**src/rtl/prco_mem_arbiter.sv**
```systemverilog
// prco_mem_arbiter: three-requester arbiter for one single-port synchronous memory.
// Requesters are fetch (0), data (1) and UART loader (2). The default build uses fixed priority 1 > 2 > 0.
// Define PRCO_ARB_RR_EN to switch to round-robin arbitration.
// Each transaction runs IDLE -> ISSUE for a write, or IDLE -> ISSUE -> RDWAIT for a read.
module prco_mem_arbiter #(
    parameter int AW = 16,
    parameter int DW = 16
) (
    input  logic            i_clk,
    input  logic            i_reset,
    input  logic [2:0]      i_req,
    input  logic [2:0]      i_we,
    input  logic [3*AW-1:0] i_addr,
    input  logic [3*DW-1:0] i_din,
    output logic [2:0]      q_ack,
    output logic [2:0]      q_rvalid,
    output logic [DW-1:0]   q_rdata,
    output logic [AW-1:0]   q_mem_addr,
    output logic            q_mem_we,
    output logic [DW-1:0]   q_mem_din,
    input  logic [DW-1:0]   i_mem_dout,
    output logic            q_busy
);
    typedef enum logic [1:0] {IDLE, ISSUE, RDWAIT} state_t;
    state_t          state_q, state_d;
    logic [1:0]      win_q, win_d, sel;
    logic            we_q, we_d;
    logic [AW-1:0]   addr_q, addr_d;
    logic [DW-1:0]   din_q, din_d;
    logic [2:0]      win_oh;
`ifdef PRCO_ARB_RR_EN
    logic [1:0]      ptr_q, ptr_d, p1, p2;
    assign p1 = ptr_q == 2'd2 ? 2'd0 : ptr_q + 2'd1;
    assign p2 = ptr_q == 2'd0 ? 2'd2 : ptr_q - 2'd1;
    // first requester at or after the pointer wins; pointer moves past each winner
    always_comb begin
        sel   = i_req[ptr_q] ? ptr_q : i_req[p1] ? p1 : p2;
        ptr_d = (state_q == IDLE && |i_req) ? (sel == 2'd2 ? 2'd0 : sel + 2'd1) : ptr_q;
    end
    // round-robin pointer register
    always_ff @(posedge i_clk or posedge i_reset) begin
        if (i_reset) ptr_q <= 2'd0;
        else         ptr_q <= ptr_d;
    end
`else
    // fixed priority: data, then loader, then fetch
    always_comb sel = i_req[1] ? 2'd1 : i_req[2] ? 2'd2 : 2'd0;
`endif
    // next state; the winner's request is captured only at the grant edge
    always_comb begin
        state_d = state_q;
        win_d   = win_q;
        we_d    = we_q;
        addr_d  = addr_q;
        din_d   = din_q;
        case (state_q)
            IDLE: if (|i_req) begin
                state_d = ISSUE;
                win_d   = sel;
                we_d    = i_we[sel];
                addr_d  = i_addr[sel*AW +: AW];
                din_d   = i_din[sel*DW +: DW];
            end
            ISSUE:   state_d = we_q ? IDLE : RDWAIT;
            default: state_d = IDLE;
        endcase
    end
    // state and captured transaction registers
    always_ff @(posedge i_clk or posedge i_reset) begin
        if (i_reset) begin
            state_q <= IDLE;
            win_q   <= 2'd0;
            we_q    <= 1'b0;
            addr_q  <= '0;
            din_q   <= '0;
        end else begin
            state_q <= state_d;
            win_q   <= win_d;
            we_q    <= we_d;
            addr_q  <= addr_d;
            din_q   <= din_d;
        end
    end
    // outputs decode from state; address and data hold between transactions
    always_comb begin
        win_oh     = 3'b001 << win_q;
        q_ack      = state_q == ISSUE  ? win_oh : 3'b000;
        q_rvalid   = state_q == RDWAIT ? win_oh : 3'b000;
        q_rdata    = state_q == RDWAIT ? i_mem_dout : '0;
        q_mem_we   = state_q == ISSUE && we_q;
        q_mem_addr = addr_q;
        q_mem_din  = din_q;
        q_busy     = state_q != IDLE;
    end
endmodule

```
**config.mk**
```make
export PLATFORM = sky130hd
export DESIGN_NAME = prco_mem_arbiter
export DESIGN_NICKNAME = d
export VERILOG_FILES = /design/src/rtl/prco_mem_arbiter.sv
export SDC_FILE = /design/constraint.sdc
export NUM_CORES = 1
export LEC_CHECK = 0
export ABC_AREA = 1
export CAP_MARGIN = 15
export CELL_PAD_IN_SITES_DETAIL_PLACEMENT = 2
export CELL_PAD_IN_SITES_GLOBAL_PLACEMENT = 2
export CORE_ASPECT_RATIO = 0.8
export CORE_MARGIN = 3
export CORE_UTILIZATION = 16
export CTS_BUF_LIST = sky130_fd_sc_hd__clkbuf_4 sky130_fd_sc_hd__clkbuf_8 sky130_fd_sc_hd__clkbuf_16
export CTS_CLUSTER_SIZE = 30
export DETAILED_ROUTE_END_ITERATION = 12
export GPL_ROUTABILITY_DRIVEN = 0
export PLACE_DENSITY_LB_ADDON = 0.1
export SYNTH_ARGS = -nofsm -noshare
export SYNTH_HDL_FRONTEND = slang
export SYNTH_SLANG_ARGS = --single-unit
```
**constraint.sdc**
```tcl
create_clock -name i_clk -period 1.18 [get_ports i_clk]
set_input_delay 0.236 -clock i_clk [delete_from_list [all_inputs] [get_ports i_clk]]
set_output_delay 0.236 -clock i_clk [all_outputs]
set_load 0.02 [all_outputs]
```
Yosys cells after proc, flatten, opt, wreduce, memory -nomap -nowiden. Cells that the tools add are included.

Word-level logic and storage cells: 27. Register bits after elaboration: 37.

Equality and inequality tests: 3. Shift-type cells: 3. Reductions and logical operators: 5. Muxes and demuxes: 10. $lt $le $gt $ge: 1.

Operator list (count): indexed part select 48 x 7 -> 16 bit (2); two-way mux 16 bit (1); two-way mux 2 bit (4); two-way mux 3 bit (2); case mux 2 bit (2 select lines) (1); less-than comparator 2 x 3 -> 1 bit (second input constant) (1); OR reduction 3 bit (1); left shift 1 x 2 -> 3 bit (first input constant) (1); binary-select mux 1 bit (select 2 bit) (1); equality test 2 x 1 -> 1 bit (second input constant) (1); equality test 2 bit (second input constant) (1); zero test 2 bit (1); != test 2 bit (second input constant) (1); AND reduction 2 bit (1); nonzero test 2 bit (1); logical AND 1 bit (1); two-way mux 1 bit (1).

Depth between registers and ports, before layout. Gate-level depths: netlist of the first run.

Depth in word-level cells: 4. Mapped depth: 7. Depth with buffers taken out: 6.

Worst setup path before layout of the first run. No wires, ideal clock.

Path kind: reg2out. From: register state_q[0]. To: output port q_rdata[10]. Stages on the path, launching flop included: 5. Path slack: -112 ps. Arrival: 1056 ps. Data required time: 944 ps. Buffers on the path: 1. Cell sequence: dfrtp_1 -> inv_1 -> nand2_1 -> buf_2 -> nor2_1.

Cells in the longest elaborated chain, start to end: 2.

Ends and longest elaborated chain: start: declaration (RTL line 25) `state_t state_q, state_d;`; start signal: assignment (RTL line 77) `state_q <= state_d;`; equality test 2 bit (RTL line 89) `q_rdata = state_q == RDWAIT ? i_mem_dout : '0;`; two-way mux 16 bit (RTL line 89); end: declaration (RTL line 17) `output logic [DW-1:0] q_rdata,`.

No other way between the ends.

Worst setup path after layout of the first run.
From: register state_q[1]. To: register addr_q[11] (netlist: q_mem_addr[11]).

Cells in the longest elaborated chain, start to end: 2.

Ends and longest elaborated chain: zero test 2 bit (RTL line 56) `case (state_q)`; AND reduction 2 bit (no source line); end signal: assignment (RTL line 80) `addr_q <= addr_d;`; end: declaration (RTL line 28) `logic [AW-1:0] addr_q, addr_d;`.

No other way between the ends. A chain may end at the register's enable or synchronous reset.

==> reports/results.ini, run 1 <==
[outcome]
failed_checks=setup timing
status=finished with violations

[global_routing]
grt_pass1_vias=3406
use_met3_pct=4.39
gr-max-usage-layer=met2
grt_pass1_wl_mm=18.0
grt_max_degree=28
met1_usage_pct=18.4
gr-total-overflow=0
grt_use_total_pct=14.0
antenna_found_initial=0
grt_use_met2_pct=23.1

[clock_network]
postCtsHoldBufs=0
cts_tree=yes
cts-root-buf=clkbuf_16
clk_path_buf_depth=2
clock-sinks=37
htree_levels=2
cts.reportedPaths.clkPinSlew_ns=0.06
numCtsBuffers=5
insertion_delay_ns=0.28

[floorplanning]
core_um2=13700
die_area_um2=15800
rows=38
start_util_pct=16.6
pin_count=176
die_w_um=140
fp.dieH_um=113

[synthesis]
syn_nets=470
synth_top_area_cell=dfrtp_1
syn_inst=350
avgSynthCellArea_um2=6.53
synth_area_um2=2280
synthDistinctLibCells=16
yosysTopAreaCellShare_pct=40.5
synth-seq-cells=37
yosysWarnings=0
synth.area.top_cells=dfrtp_1 (41%), nand2_1 (28%), nand3_1 (15%), inv_1 (3.9%), nor2_1 (3.0%)
ys_seq_area_share_pct=40.5

[placed_design]
dpl.hpwl_mm=8.82
place_ws_ns=-0.573
numPortBuffers=175

[drt]
viasPerCell=4.20
drc=0
first_pass_iters=4
wire_per_inst_um=16.0
wl_mm=11.7
drt_iter0_drc=39
vias=3080
drtAntennaViolNets=0

[pwr]
power.density_nw_per_um2=2140
peakVddDrop_uv=605
p_leak_uw=0.00250
total_power_uw=10800

[timing]
min_period_ns=1.44
finalCritPeriodShare_pct=122
hold_viol=0
hold_ws_ns=0.290
finClkSkew_ns=0.00412
tightest_slew_ns=0.355
max_slew_margin_pct=76.3
fmax_ghz=0.694
setup_slack_ns=-0.262
setup-violations-final=60
tns_ns=-13.00
final_max_slew_viol_count=0
rsz0062_at_grt=yes

[setup_path]
worst-path-max-fanout=8
worst_path_most_repeated_cell=buf_6
endpoint_kind=register
critPathBufInv=5
cp_top_family=buffers and inverters
worstPathArrival_ns=1.66
path_class=register to register
critical_path_required_ns=1.40
setup.worst_path.start_class=register
max_stage_delay_ns=0.41
slowest_stage=dfrtp_1
crit_chain=inv_2 > buf_6 > nand2_4 > buf_6 > a21oi_4 > buf_6 > clkbuf_16 > nand2_2 > nand2_1

[layout]
area_growth_pct=122
most-common-layout-cells=clkdlybuf4s50_1 (117), nand2_1 (112), nand3_1 (67), nand2_2 (35), dfrtp_1 (35)
finalNetCount=673
diodes=0
final_common_cell=clkdlybuf4s50_1
drive_above_1_share_pct=35.9

[flow_run]
drv_cap=0

[min_path]
worst_hold_path_type=input port to asynchronous set/reset pin

what timing repair did:
action | in CTS | in global routing
resized for setup | 249 | 126
setup endpoints to repair | 91 | 79
pin swaps | 0 | 56
cloned | 0 | 5
buffers inserted | 1 | 4
power by group:
group,internal (uW),switching [uW]
Clock,855,517
Sequential,1890,398
Combinational,3340,3840
area by class of cell:
cell class	count	area, um^2
Clock buffer	8	148
Multi-Input combinational cell	267	1530
Fill cell	1549	8660
Sequential cell	37	928
Timing Repair Buffer	217	2150
Inverter	25	98.8
Tap cell	180	225
tightest hold or removal path, stage by stage:
cell and delay [ns]:
clkdlybuf4s50_1 0.41, inv_2 0.09, buf_12 0.17
cell families (layout without fill, tap and decap cells):
kind of cell | count (synthesis) | count (layout) | share of synthesized area [%]
buffers and inverters | 46 | 250 | 9.86
AO/OA/AOI/OAI | 2 | 2 | 0.931
flip-flops | 37 | 37 | 40.5
AND/OR/NAND/NOR | 265 | 265 | 48.7
cell usage after synthesis (all sizes together):
cell type	n
a21oi	1
buf	18
clkbuf	3
dfrtp	37
inv	25
nand2	173
nand3	67
nor2	19
nor3	6
o21ai	1
metrics by stage:
| stage | util (%) | instances | instance area (um^2) |
|---|---|---|---|
| 2_1_floorplan | - | 350 | 2340 |
| 3_3_place_gp | 32.9 | 716 | 4520 |
| 3_5_place_dp | 32.9 | 716 | 4520 |
| 4_1_cts | 34.1 | 725 | 4690 |
| 5_1_grt | 36.9 | 734 | 5080 |
| 6_report | 36.9 | 734 | 5080 |
flip-flops by register name, indices dropped and copies added (netlist names):
| signal | flops |
|---|---|
| q_mem_addr | 16 |
| q_mem_din | 16 |
| state_q | 2 |
| we_q | 1 |
| win_q | 2 |
final timing paths:
| path | startpoint | end | slack, ns | depth (start not counted) |
|---|---|---|---|---|
| min in group i_clk | q_mem_addr[5] | q_mem_addr[5] | 0.47 | 2 |
| hold reg to reg | q_mem_addr[5] | q_mem_addr[5] | 0.47 | 2 |
| setup reg to reg | state_q[1] | q_mem_addr[11] | -0.26 | 9 |
| setup / recovery | state_q[1] | q_mem_addr[11] | -0.26 | 9 |
| hold / removal | i_reset | we_q | 0.29 | 3 |
| max in group asynchronous | i_reset | q_mem_din[14] | 0.63 | 3 |
metal layers:
layer | share of wire (%) | wire length (um)
met5 | 0 | 0
met4 | 1.2 | 146
met3 | 6.7 | 790
met2 | 45 | 5300
met1 | 47 | 5500
(Power assumes the default switching activity.)
==> run 2, diff against run 1 <==
--- a/config.mk
+++ b/config.mk
@@ -10,13 +10,13 @@
 export CELL_PAD_IN_SITES_DETAIL_PLACEMENT = 2
 export CELL_PAD_IN_SITES_GLOBAL_PLACEMENT = 2
 export CORE_ASPECT_RATIO = 0.8
-export CORE_MARGIN = 3
 export CORE_UTILIZATION = 16
 export CTS_BUF_LIST = sky130_fd_sc_hd__clkbuf_4 sky130_fd_sc_hd__clkbuf_8 sky130_fd_sc_hd__clkbuf_16
 export CTS_CLUSTER_SIZE = 30
 export DETAILED_ROUTE_END_ITERATION = 12
 export GPL_ROUTABILITY_DRIVEN = 0
 export PLACE_DENSITY_LB_ADDON = 0.1
+export SETUP_SLACK_MARGIN = 0.4
 export SYNTH_ARGS = -nofsm -noshare
 export SYNTH_HDL_FRONTEND = slang
 export SYNTH_SLANG_ARGS = --single-unit
==> run 2 against run 1 <==
Setup slack got worse by 0.081 ns. Clock-buffer cell count fell by 1. Hold slack improved by 0.089 ns. Via count rose by 3.3%. Register-to-register slack got worse by 0.08 ns. Sequential share of layout area fell by 2.1 points. Largest cell class unchanged. Global-route usage rose by 2.6 points. Utilization rose by 4.9 points. Combinational power rose by 36%. The run still ends with setup timing left. Critical endpoint is now q_mem_addr[12].
==> reports/results.ini, run 2 (synthesized netlist as in run 1, its figures left out) <==
[clock_network]
clock-sinks=37  ; unchanged
cts.reportedPaths.clkPinSlew_ns=0.06  ; about the same
clk_path_buf_depth=2  ; unchanged
htree_levels=2  ; unchanged
cts_tree=yes
numCtsBuffers=5  ; unchanged
insertion_delay_ns=0.29  ; about the same
cts-root-buf=clkbuf_16

[layout]
stdcell_count=765  ; +4.2%
area_growth_pct=152
diodes=0  ; unchanged
most-common-layout-cells=clkdlybuf4s50_1 (117), nand2_1 (108), nand3_1 (66), buf_6 (62), buf_4 (45)
fin_area_um2=5750  ; +13%
finalNetCount=704  ; +4.6%
fillers=1475  ; -4.8%
drive_above_1_share_pct=41.0  ; +5.1 points
final_common_cell=clkdlybuf4s50_1

[timing]
rsz0062_at_grt=yes
setup-violations-final=60  ; unchanged
fmax_ghz=0.657  ; -5.3%
max_slew_margin_pct=85.3  ; +9.0 points
finClkSkew_ns=0.00302  ; -0.00110 ns
hold_viol=0  ; unchanged
final_max_slew_viol_count=0  ; unchanged
min_period_ns=1.52  ; +0.0807 ns
setup_slack_ns=-0.343  ; -0.0807 ns
tightest_slew_ns=0.220  ; -0.135 ns
finalCritPeriodShare_pct=129  ; +6.8 points

[pwr]
total_power_uw=13800  ; +27%
power.density_nw_per_um2=2400  ; +12%
p_leak_uw=0.00278  ; +11%
peakVddDrop_uv=766  ; +27%

[drt]
drc=0  ; unchanged
wire_per_inst_um=16.1  ; +1.1%
vias=3183  ; +3.3%
viasPerCell=4.16  ; -0.84%
wl_mm=12.4  ; +5.3%
drtAntennaViolNets=0  ; unchanged
drt_iter0_drc=56  ; +44%
first_pass_iters=4  ; unchanged

[floorplanning]
start_util_pct=16.6  ; unchanged
die_w_um=136  ; -2.9%
die_area_um2=14800  ; -6.3%
pin_count=176  ; unchanged
rows=38  ; unchanged
fp.dieH_um=109  ; -3.5%
core_um2=13700  ; unchanged

[global_routing]
grt_max_degree=35  ; +25%
gr-total-overflow=0  ; unchanged
grt_pass1_wl_mm=18.4  ; +2.3%
antenna_found_initial=0  ; unchanged
grt_pass1_vias=3430  ; +0.70%
grt_use_total_pct=16.7  ; +2.6 points

[outcome]
failed_checks=setup timing
status=finished with violations

[setup_path]
worstPathArrival_ns=1.70  ; +0.04 ns
path_class=register to register
endpoint_kind=register
setup.worst_path.start_class=register
worst-path-max-fanout=7  ; -1
critical_path_required_ns=1.36  ; -0.04 ns

[placed_design]
placed_cell_area_um2=4570  ; +1.2%
numPortBuffers=175  ; unchanged
dpl.hpwl_mm=8.28  ; -6.1%
place_inst=711  ; -0.70%

[min_path]
worst_hold_path_type=input port to asynchronous set/reset pin

[flow_run]
drv_cap=0  ; unchanged

[run 2: cell count changes in the layout (fill, tap and decap cells not counted), moves of 6 or more]
cell | before | now
buf_16 | 0 | 6
buf_12 | 8 | 14
buf_2 | 28 | 2
buf_4 | 30 | 45
buf_6 | 24 | 62
nor2_4 | 9 | 15
[run 2: worst paths after layout]
kind / slack [ns] / from / cells after the start / endpoint
worst min-delay path: 0.38 / i_reset / 3 / q_mem_addr[8]
min in group i_clk: 0.46 / i_req[2] / 4 / win_q[1]
worst max-delay path: -0.34 / state_q[0] / 11 / q_mem_addr[12]
worst min register to register: 0.51 / q_mem_din[8] / 2 / q_mem_din[8]
worst max register to register: -0.34 / state_q[0] / 11 / q_mem_addr[12]
max in group asynchronous: 0.55 / i_reset / 3 / win_q[0]
[run 2: area by class of cell]
cell class                      instances  area (um^2)  area share (%)
Clock inverter                          1         30.0           0.522
Clock buffer                            7          146            2.55
Sequential cell                        37          928            16.1
Timing Repair Buffer                  248         2710            47.1
Tap cell                              180          225            3.92
Inverter                               25          103            1.78
Multi-Input combinational cell        267         1610            27.9
[run 2: metrics by stage]
stage | setup WS [ns] | utilization, % | TNS, ns | hold WS [ns]
global placement | -0.497 | 33.3 | -17.02 | 0.462
detailed placement | -0.552 | 33.3 | -18.18 | 0.471
CTS | -0.324 | 38.7 | -15.48 | 0.353
global route | -0.403 | 41.8 | -20.74 | 0.398
floorplan | 0.0332 | - | 0 | 0.196
finish | -0.343 | 41.8 | -17.40 | 0.379
[run 2: critical path, cell delays in order (launching register included)]
cell and delay [ns]:
dfrtp_1 0.40, inv_2 0.10, buf_6 0.11, nand2_4 0.05, buf_6 0.12, buf_6 0.11
inv_6 0.06, nand2_8 0.08, buf_12 0.14, buf_16 0.14, nand2_2 0.05, nand2_1 0.05
[run 2: where the power goes]
| group | leakage (uW) | switching, uW | total [uW] | internal (uW) |
|---|---|---|---|---|
| sequential | 0.000459 | 511 | 2400 | 1890 |
| clock | 0.0000875 | 543 | 1620 | 1080 |
| combinational | 0.00223 | 4520 | 9760 | 5240 |
[run 2: metal layers]
layer  vias up  part of all wire [%]  GRT usage [%]
met2       100                    50           29.6
li1       1559                     -              -
met1      1517                    43           19.8
met3         7                   6.5           4.60
met4         0                  0.83           3.85
met5         -                     0              0
[run 2: timing repair]
item | 4_1_cts | 5_1_grt
pin swaps | 13 | 17
endpoints found under the setup margin | 93 | 93
hold buffers | 0 | 0
hold endpoints to repair | 0 | 0
gates resized for setup | 385 | 72
buffers inserted | 19 | 20
gates cloned | 7 | 0
==> run 3, diff against run 2 <==
--- a/config.mk
+++ b/config.mk
@@ -15,7 +15,7 @@
 export CTS_CLUSTER_SIZE = 30
 export DETAILED_ROUTE_END_ITERATION = 12
 export GPL_ROUTABILITY_DRIVEN = 0
-export PLACE_DENSITY_LB_ADDON = 0.1
+export PLACE_DENSITY_LB_ADDON = 0.2
 export SETUP_SLACK_MARGIN = 0.4
 export SYNTH_ARGS = -nofsm -noshare
 export SYNTH_HDL_FRONTEND = slang
==> run 3 against run 2 <==
The flow still finishes with violations (setup timing). Flip-flop and latch count did not move. Critical endpoint is now q_mem_addr[0]. Largest power group unchanged. Critical path depth decreased by 1. Combinational power shrank 10%. Hold slack worse by 0.16 ns. Largest cell class unchanged. Utilization shrank 2.2 points. Setup slack better by 0.038 ns. Clock skew hardly changed. Non-clock buffer count did not move.
==> reports/results.ini, run 3 (synthesized netlist as in run 1, its figures left out) <==
[outcome]
status=finished with violations
failed_checks=setup timing

[drt]
drc=0  ; unchanged
first_pass_iters=4  ; unchanged
vias=3207  ; +0.75%
drt_iter0_drc=114  ; +100%
wl_mm=12.5  ; +0.87%
drtAntennaViolNets=0  ; unchanged
wire_per_inst_um=16.3  ; +1.0%
viasPerCell=4.20  ; +0.89%

[global_routing]
grt_max_degree=24  ; -31%
met1_usage_pct=20.6  ; +0.71 points
gr-total-overflow=0  ; unchanged
use_met3_pct=5.49  ; +0.88 points
grt_use_total_pct=17.1  ; +0.39 points
grt_pass1_wl_mm=19.0  ; +3.5%
gr-max-usage-layer=met2
antenna_found_initial=0  ; unchanged
grt_use_met2_pct=30.0  ; +0.36 points
grt_pass1_vias=3511  ; +2.4%

[setup_path]
crit_cells=10  ; -1
r2r_cells=10  ; -1
worstPathArrival_ns=1.65  ; -0.05 ns
ff2ff_setup_slack_ns=-0.30  ; +0.04 ns
endpoint=q_mem_addr[0]
setup.worst_path.start_class=register
max_stage_delay_ns=0.45  ; +0.05 ns
cp_top_family=buffers and inverters
endpoint_kind=register
r2r-end=q_mem_addr[0]
worst_path_most_repeated_cell=buf_6
worst-path-max-fanout=6  ; -1
path_class=register to register
timing.rr.start=state_q[1]
crit_chain=inv_2 > buf_6 > nand2_4 > buf_6 > inv_6 > nand2_8 > buf_12 > buf_16 > nand2_2 > nand2_1
critPathBufInv=6  ; -1
crit_path_start=state_q[1]
slowest_stage=dfrtp_2
critical_path_required_ns=1.35  ; about the same

[layout]
final_common_cell=nand2_1
finalNetCount=704  ; unchanged
drive_above_1_share_pct=33.9  ; -7.1 points
area_growth_pct=139
most-common-layout-cells=nand2_1 (145), clkdlybuf4s50_1 (117), nand3_1 (67), buf_6 (60), buf_4 (50)
fillers=1517  ; +2.8%
diodes=0  ; unchanged
stdcell_count=764  ; -0.13%

[clock_network]
numCtsBuffers=5  ; unchanged
clk_path_buf_depth=2  ; unchanged
insertion_delay_ns=0.28  ; about the same
cts_tree=yes
postCtsHoldBufs=0  ; unchanged
clock-sinks=37  ; unchanged
htree_levels=2  ; unchanged
cts-root-buf=clkbuf_16
cts.reportedPaths.clkPinSlew_ns=0.06  ; about the same

[placed_design]
numPortBuffers=175  ; unchanged
dpl.hpwl_mm=8.91  ; +7.5%
place_inst=715  ; +0.56%

[floorplanning]
die_w_um=136  ; unchanged
start_util_pct=16.6  ; unchanged
rows=38  ; unchanged
die_area_um2=14800  ; unchanged
core_um2=13700  ; unchanged
fp.dieH_um=109  ; unchanged
pin_count=176  ; unchanged

[timing]
max_slew_margin_pct=79.0  ; -6.4 points
setup-violations-final=60  ; unchanged
tns_ns=-15.69  ; +1.71 ns
setup_slack_ns=-0.305  ; +0.0379 ns
final_max_slew_viol_count=0  ; unchanged
fmax_ghz=0.674  ; +2.6%
finClkSkew_ns=0.00277  ; -0.000253 ns
hold_ws_ns=0.215  ; -0.164 ns
hold_viol=0  ; unchanged
tightest_slew_ns=0.316  ; +0.0957 ns
rsz0062_at_grt=yes
finalCritPeriodShare_pct=126  ; -3.2 points
min_period_ns=1.48  ; -0.0379 ns

[pwr]
swShare_pct=40.2  ; -0.19 points
power.density_nw_per_um2=2290  ; -4.5%
pwr-share-clk_pct=11.0  ; -0.8 points
p_comb_share_pct=70.0  ; -0.8 points
p_leak_uw=0.00261  ; -5.9%
peakVddDrop_uv=931  ; +21%
internal_power_uw=7460  ; -9.2%
seqPwrFrac_pct=19.0  ; +1.6 points
switching_power_uw=5020  ; -9.9%

[min_path]
worst_hold_path_type=input port to asynchronous set/reset pin

[flow_run]
drv_cap=0  ; unchanged

-- run 3: changes by cell type in the layout (fill, tap and decap cells not counted), sizes merged --
cell / change
clkbuf: +1
bufbuf: -1
bufinv: -1
-- run 3: worst reg2reg max path, delay by kind of cell (launching register included) --
kind / cells / cell delay [ns]
simple gates: 4 / 0.26
flops: 1 / 0.45
buf+inv: 6 / 0.69
-- run 3: what timing repair did --
action,4_1_cts,5_1_grt
pin swaps,15,2
gates resized for setup,388,10
setup buffers,23,12
gates cloned,6,1
setup endpoints to repair,93,93
-- run 3: cell type report --
type                       instances  area [um^2]  share of cell area (%)
inverter                          25          103                    1.88
clock buffer                       7          146                    2.69
timing repair buffer             248         2640                    48.4
multi-input combinational        267         1410                    25.8
sequential                        37          928                    17.0
tap                              180          225                    4.13
-- run 3: worst min path at each step --
stage | start | slack (ns) | end
final | i_reset | 0.22 | q_mem_din[15]
after global routing | i_reset | 0.24 | q_mem_din[15]
after CTS | i_reset | 0.22 | q_mem_din[15]
after detailed placement | q_mem_din[2] | 0.47 | q_mem_din[2]
after global placement | q_mem_din[13] | 0.46 | q_mem_din[13]
after floorplan | i_reset | 0.20 | q_mem_addr[0]
-- run 3: routing by layer --
metal,routed length [um],up-vias
li1,-,1555
met4,65,0
met1,5350,1549
met2,6110,99
met5,0,-
met3,928,4
-- run 3: through the flow --
step	setup WS [ns]	utilization [%]	instance area, um^2	total power, uW
global route	-0.378	39.7	5450	13300
detailed placement	-0.568	33.1	4550	8150
CTS	-0.322	38.5	5290	12000
floorplan	0.0332	-	2440	5120
finish	-0.305	39.7	5450	12500
global placement	-0.502	33.1	4550	7980
-- run 3: power by group through the flow --
stage,sequential (uW),clock (uW),combinational (uW)
after floorplan,2880,0,2240
after global placement,2250,0,5730
after detailed placement,2270,0,5870
after CTS,2380,1410,8220
after global routing,2450,1450,9370
final,2370,1370,8740
